### config.mk
export PLATFORM = sky130hd
export DESIGN_NAME = adder_seq_ctrl_flat
export DESIGN_NICKNAME = d
export VERILOG_FILES = /design/src/rtl/adder_seq_ctrl_if.sv /design/src/rtl/adder_seq_ctrl.sv /design/src/flat_wrapper.sv
export SDC_FILE = /design/constraint.sdc
export NUM_CORES = 1
export LEC_CHECK = 0
export CORE_UTILIZATION = 51
export CTS_BUF_LIST = sky130_fd_sc_hd__clkbuf_8 sky130_fd_sc_hd__clkbuf_16
export CTS_CLUSTER_DIAMETER = 80
export DETAILED_ROUTE_END_ITERATION = 10
export PLACE_DENSITY = 0.85
export SYNTH_ARGS = -nofsm -noshare
export SYNTH_HDL_FRONTEND = slang
export SYNTH_SLANG_ARGS = --single-unit
### constraint.sdc
create_clock -name CLOCK_50 -period 2.7 [get_ports CLOCK_50]
set_input_delay 0.81 -clock CLOCK_50 [delete_from_list [all_inputs] [get_ports CLOCK_50]]
set_output_delay 0.81 -clock CLOCK_50 [all_outputs]
set_load 0.05 [all_outputs]
### src/rtl/adder_seq_ctrl_if.sv
// adder_seq_ctrl_if: operand/result bus between the sequencer and the shared 4-bit ripple adder
interface adder_seq_ctrl_if;
  logic [3:0] x;
  logic [3:0] y;
  logic       cin;
  logic [3:0] sum;
  logic       cout;
  modport master (output x, y, cin, input sum, cout);
  modport slave  (input x, y, cin, output sum, cout);
endinterface

### src/rtl/adder_seq_ctrl.sv
// adder_seq_ctrl: accumulates switch operands through a shared 4-bit adder and converts the sum to BCD digits
module adder_seq_ctrl #(
  parameter int MAX_OPS     = 15,
  parameter int SYNC_STAGES = 2
) (
  input  logic                   CLOCK_50,
  input  logic                   RESET_N,
  input  logic                   ENTER_N,
  input  logic                   CLEAR_N,
  input  logic [3:0]             OPERAND,
  adder_seq_ctrl_if.master       add,
  output logic [7:0]             SUM,
  output logic [3:0]             ONES,
  output logic [3:0]             TENS,
  output logic [1:0]             HUNDREDS,
  output logic [7:0]             OP_COUNT,
  output logic                   BUSY,
  output logic                   DONE,
  output logic                   FULL,
  output logic                   OVF
);
  localparam logic [1:0] IDLE = 2'd0, ADD_LO = 2'd1, ADD_HI = 2'd2, CONV = 2'd3;
  logic [1:0]             state;
  logic [2:0]             cnt;
  logic [3:0]             opnd_r, lo_r;
  logic                   c_r;
  logic [9:0]             bcd, adj, nxt;
  logic [SYNC_STAGES-1:0] e_s, c_s;
  logic                   e_q, c_q, e, c;
  assign e = e_q & ~e_s[SYNC_STAGES-1];
  assign c = c_q & ~c_s[SYNC_STAGES-1];
  assign BUSY = state != IDLE;
  assign FULL = OP_COUNT == 8'(MAX_OPS);
  assign add.x = state == ADD_LO ? SUM[3:0] : state == ADD_HI ? SUM[7:4] : 4'd0;
  assign add.y = state == ADD_LO ? opnd_r : 4'd0;
  assign add.cin = state == ADD_HI && c_r;
  // one double-dabble step: correct nibbles >= 5, then shift in the next SUM bit MSB first
  always_comb begin
    adj = {bcd[9:8], bcd[7:4] >= 4'd5 ? bcd[7:4] + 4'd3 : bcd[7:4], bcd[3:0] >= 4'd5 ? bcd[3:0] + 4'd3 : bcd[3:0]};
    nxt = {adj[8:0], SUM[~cnt]};
  end
  always_ff @(posedge CLOCK_50 or negedge RESET_N) begin
    if (!RESET_N) begin
      e_s <= '1;
      c_s <= '1;
      e_q <= 1'b1;
      c_q <= 1'b1;
    end else begin
      e_s <= {e_s[SYNC_STAGES-2:0], ENTER_N};
      c_s <= {c_s[SYNC_STAGES-2:0], CLEAR_N};
      e_q <= e_s[SYNC_STAGES-1];
      c_q <= c_s[SYNC_STAGES-1];
    end
  end
  always_ff @(posedge CLOCK_50 or negedge RESET_N) begin
    if (!RESET_N) begin
      state    <= IDLE;
      cnt      <= '0;
      opnd_r   <= '0;
      lo_r     <= '0;
      c_r      <= 1'b0;
      bcd      <= '0;
      SUM      <= '0;
      OP_COUNT <= '0;
      OVF      <= 1'b0;
      ONES     <= '0;
      TENS     <= '0;
      HUNDREDS <= '0;
      DONE     <= 1'b0;
    end else begin
      DONE <= 1'b0;
      if (c) begin
        state    <= IDLE;
        cnt      <= '0;
        SUM      <= '0;
        OP_COUNT <= '0;
        OVF      <= 1'b0;
        ONES     <= '0;
        TENS     <= '0;
        HUNDREDS <= '0;
      end else begin
        case (state)
          IDLE: if (e && !FULL) begin
            opnd_r <= OPERAND;
            state  <= ADD_LO;
          end
          ADD_LO: begin
            lo_r  <= add.sum;
            c_r   <= add.cout;
            state <= ADD_HI;
          end
          ADD_HI: begin
            SUM      <= {add.sum, lo_r};
            OP_COUNT <= OP_COUNT + 8'd1;
            OVF      <= OVF | add.cout;
            bcd      <= '0;
            cnt      <= '0;
            state    <= CONV;
          end
          CONV: begin
            bcd <= nxt;
            cnt <= cnt + 3'd1;
            if (cnt == 3'd7) begin
              ONES     <= nxt[3:0];
              TENS     <= nxt[7:4];
              HUNDREDS <= nxt[9:8];
              DONE     <= 1'b1;
              state    <= IDLE;
            end
          end
        endcase
      end
    end
  end
endmodule

### src/flat_wrapper.sv
// flat-port wrapper written by rule: the top's interface ports become plain ports
module adder_seq_ctrl_flat 
#(
  parameter int MAX_OPS     = 15,
  parameter int SYNC_STAGES = 2
)
  (CLOCK_50, RESET_N, ENTER_N, CLEAR_N, OPERAND, SUM, ONES, TENS, HUNDREDS, OP_COUNT, BUSY, DONE, FULL, OVF, add_x, add_y, add_cin, add_sum, add_cout);
  adder_seq_ctrl_if add_i ();
  input  logic CLOCK_50;
  input  logic RESET_N;
  input  logic ENTER_N;
  input  logic CLEAR_N;
  input  logic [3:0] OPERAND;
  output logic [7:0] SUM;
  output logic [3:0] ONES;
  output logic [3:0] TENS;
  output logic [1:0] HUNDREDS;
  output logic [7:0] OP_COUNT;
  output logic BUSY;
  output logic DONE;
  output logic FULL;
  output logic OVF;
  output wire logic [$bits(add_i.x)-1:0] add_x;
  output wire logic [$bits(add_i.y)-1:0] add_y;
  output wire logic [$bits(add_i.cin)-1:0] add_cin;
  input wire logic [$bits(add_i.sum)-1:0] add_sum;
  input wire logic [$bits(add_i.cout)-1:0] add_cout;
  assign add_x = add_i.x;
  assign add_y = add_i.y;
  assign add_cin = add_i.cin;
  assign add_i.sum = add_sum;
  assign add_i.cout = add_cout;
  adder_seq_ctrl #(.MAX_OPS(MAX_OPS), .SYNC_STAGES(SYNC_STAGES)) u_core (.CLOCK_50(CLOCK_50), .RESET_N(RESET_N), .ENTER_N(ENTER_N), .CLEAR_N(CLEAR_N), .OPERAND(OPERAND), .add(add_i), .SUM(SUM), .ONES(ONES), .TENS(TENS), .HUNDREDS(HUNDREDS), .OP_COUNT(OP_COUNT), .BUSY(BUSY), .DONE(DONE), .FULL(FULL), .OVF(OVF));
endmodule
==> reports/results.txt <==
largest fanout on the critical path -> 13
FF-to-FF path depth -> 4
RePlAce Congestion -> 0.787
total CTS buffers -> 9
RR Endpoint -> u_core.HUNDREDS[0]
final critical-path share of the clock period -> 94.4%
worst-path cell chain -> inv_1, ha_2, buf_4, and2_1, buf_12
H-tree Lvls -> 3
leakage -> 0.00155 uW
Post-Route Utilization -> 73.4%
# fillers -> 344
Mapped Cells -> 231
DIE WIDTH -> 74.2 um
Die Area -> 5500 um2
Synth top area share -> 48.0%
Resize count post-CTS -> 0
Reg clk slew, reported paths -> 0.06 ns
layout cells sized above 1 -> 20.1%
most frequent cell after synthesis -> dfrtp_1
hold depth -> 0
unrepaired setup endpoints after global routing -> no
starting DRC count in detailed routing -> 92
worst hold start -> u_core.e_s[0]
antenna-violating nets left -> 0
Slew @ Worst Pin -> 0.646 ns
Worst Setup End Kind -> primary output
Worst slew margin -> 56.5%
CTS root buffer -> clkbuf_8
Max Freq -> 392 MHz
total grt overflow -> 0
Detailed Place HPWL -> 4.07 mm
DR DRC count -> 0
Initial DRT Pass Iterations -> 5
VDD IR-drop max -> 0.000763 V
Initial Utilization -> 54.5%
synthesis-stage register bit count -> 57
Row Count -> 25
synth top area cells -> dfrtp_1 48%, dfstp_2 5.9%, ha_1 5.6%, mux2i_1 4.9%, mux2_2 4.7%
Ports -> 52
Worst R2R Setup Slack -> 0.76 ns
endpoints failing setup -> 0
total power -> 3770 uW
worst path arrival time -> 1.74 ns
area grow syn2layout -> 34.7%
synth cell count leaders -> 51 x dfrtp_1, 22 x nor2_1, 19 x nand2_1
via/cell ratio -> 5.48
Die Y -> 74.2 um
max cap viols -> 0
Yosys Warn Count -> 0
asr flop ratio synth -> 100%
hold_buf cts -> 0
Final Slew Violations -> 0
largest net degree at the start of global routing -> 36
area leader, netlist -> dfrtp_1
Non-Filler Instances -> 360
Crit Path Category -> reg2out
Synth Cell Area -> 2660 um2
Startpoint Class -> register
I/O Buffers -> 51
status -> complete, no violations
syn nets -> 256
Post-Route WL -> 5.77 mm
Final Skew -> 0.00603 ns
vias in the first global route -> 2,043
core box area -> 4880 um2
Yosys cell types -> 37
Antenna diodes -> 0
worst skew pair latency -> 0.34 ns
origin of the critical flop-to-flop path -> u_core.c_s[1]
Post-synth EDFFs -> 0
CTS tree -> yes
Setup Buffers After CTS -> 0
worst min path class -> reg2reg
final net count -> 313
largest buffer count on any clock path -> 2
minimum clock period -> 2.55 ns
ys flop type -> dfrtp_1
clock net sink count -> 57
first-pass GRT wire length -> 9.71 mm
PwrDens -> 1050 nW/um2
Hold Path End -> u_core.e_s[1]
total number of vias -> 1,973
Avg Cell Area, Syn -> 11.5 um2
Largest stage delay, worst path -> 0.40 ns
Fin. Hold Viols -> 0
initial antenna violation count -> 0
Tot GR Track Use -> 24.4%
post-synthesis sequential area ratio -> 54.0%
Slowest cell on crit path -> dfrtp_1
dpl cells -> 344
routed len/inst -> 16.0 um
WP data required -> 1.89 ns
Setup TNS Final -> 0 ns
## cell usage in the layout (no fill, tap or decap), drive strengths merged, types with 11 or more instances in the layout
master and instances:
dfrtp 51, clkdlybuf4s50 39, nor2 22, nand2 19, buf 16, mux2i 13
o21ai 13, clkbuf 12, ha 12, mux2 11
## metrics by stage
stage          area, um2  worst slack [ns]  hold WS (ns)
3_5_place_dp        3370             0.421         0.349
3_3_place_gp        3370             0.486         0.345
4_1_cts             3570            0.0382         0.358
2_1_floorplan       2670           -0.0921         0.345
5_1_grt             3580            0.0335         0.366
6_report            3580             0.151         0.358
## worst max-delay path, delay by kind of cell, from the launching register on
kind	cells	cell delay [ns]
and+or+nand+nor	1	0.21
DFF	1	0.40
adders and majority gates	1	0.26
buffers and inverters	3	0.53
## kinds of logic (layout without fill, tap and decap cells)
family	Yosys count	count (layout)	share of synthesized area (%)
compound gates	43	43	11.6
xor+xnor	9	9	2.97
fa+ha+maj	12	12	5.65
buf+inv	17	79	2.50
flops	57	57	54.0
mux	26	26	11.3
simple gates	67	67	12.1
## flip-flops by register name (all words and copies together) (netlist names), 2 cells and up
signal / cells
u_core.c_s: 2
u_core.lo_r: 4
u_core.cnt: 3
u_core.TENS: 4
u_core.e_s: 2
u_core.HUNDREDS: 2
u_core.state: 2
u_core.opnd_r: 4
u_core.SUM: 8
u_core.ONES: 4
u_core.OP_COUNT: 8
u_core.bcd: 9
## metal layers
metal  global-route usage (%)  up-vias  part of all wire, %
li1                         -      924                    -
met5                        0        -                    0
met4                     10.5        0                  1.6
met3                     7.86       12                  4.9
met1                     29.4      977                   43
met2                     40.2       60                   51
## worst max-delay path by stage
| stage | from | end | slack, ns | depth (start not counted) |
|---|---|---|---|---|
| after floorplan | u_core.OP_COUNT[0] | FULL | -0.09 | 3 |
| after global placement | u_core.state[1] | add_x[2] | 0.49 | 5 |
| after detailed placement | u_core.state[1] | add_x[2] | 0.42 | 5 |
| after CTS | u_core.state[1] | add_x[2] | 0.04 | 5 |
| after global routing | u_core.state[0] | add_x[2] | 0.03 | 5 |
| final | u_core.state[0] | add_cin | 0.15 | 5 |
## final cells by class
type	instances	area, um2	area share, %
Clock inverter	4	42.5	1.19
Clock buffer	12	165	4.61
Multi-Input combinational cell	157	1180	32.9
Sequential cell	57	1430	40.1
Inverter	8	30.0	0.839
Timing Repair Buffer	55	646	18.0
Tap cell	67	83.8	2.34
## where the power goes
group / switching [uW] / internal (uW)
logic: 1010 / 714
registers: 170 / 1060
clock network: 329 / 493
Note: power is estimated with default switching activity, not from simulation.
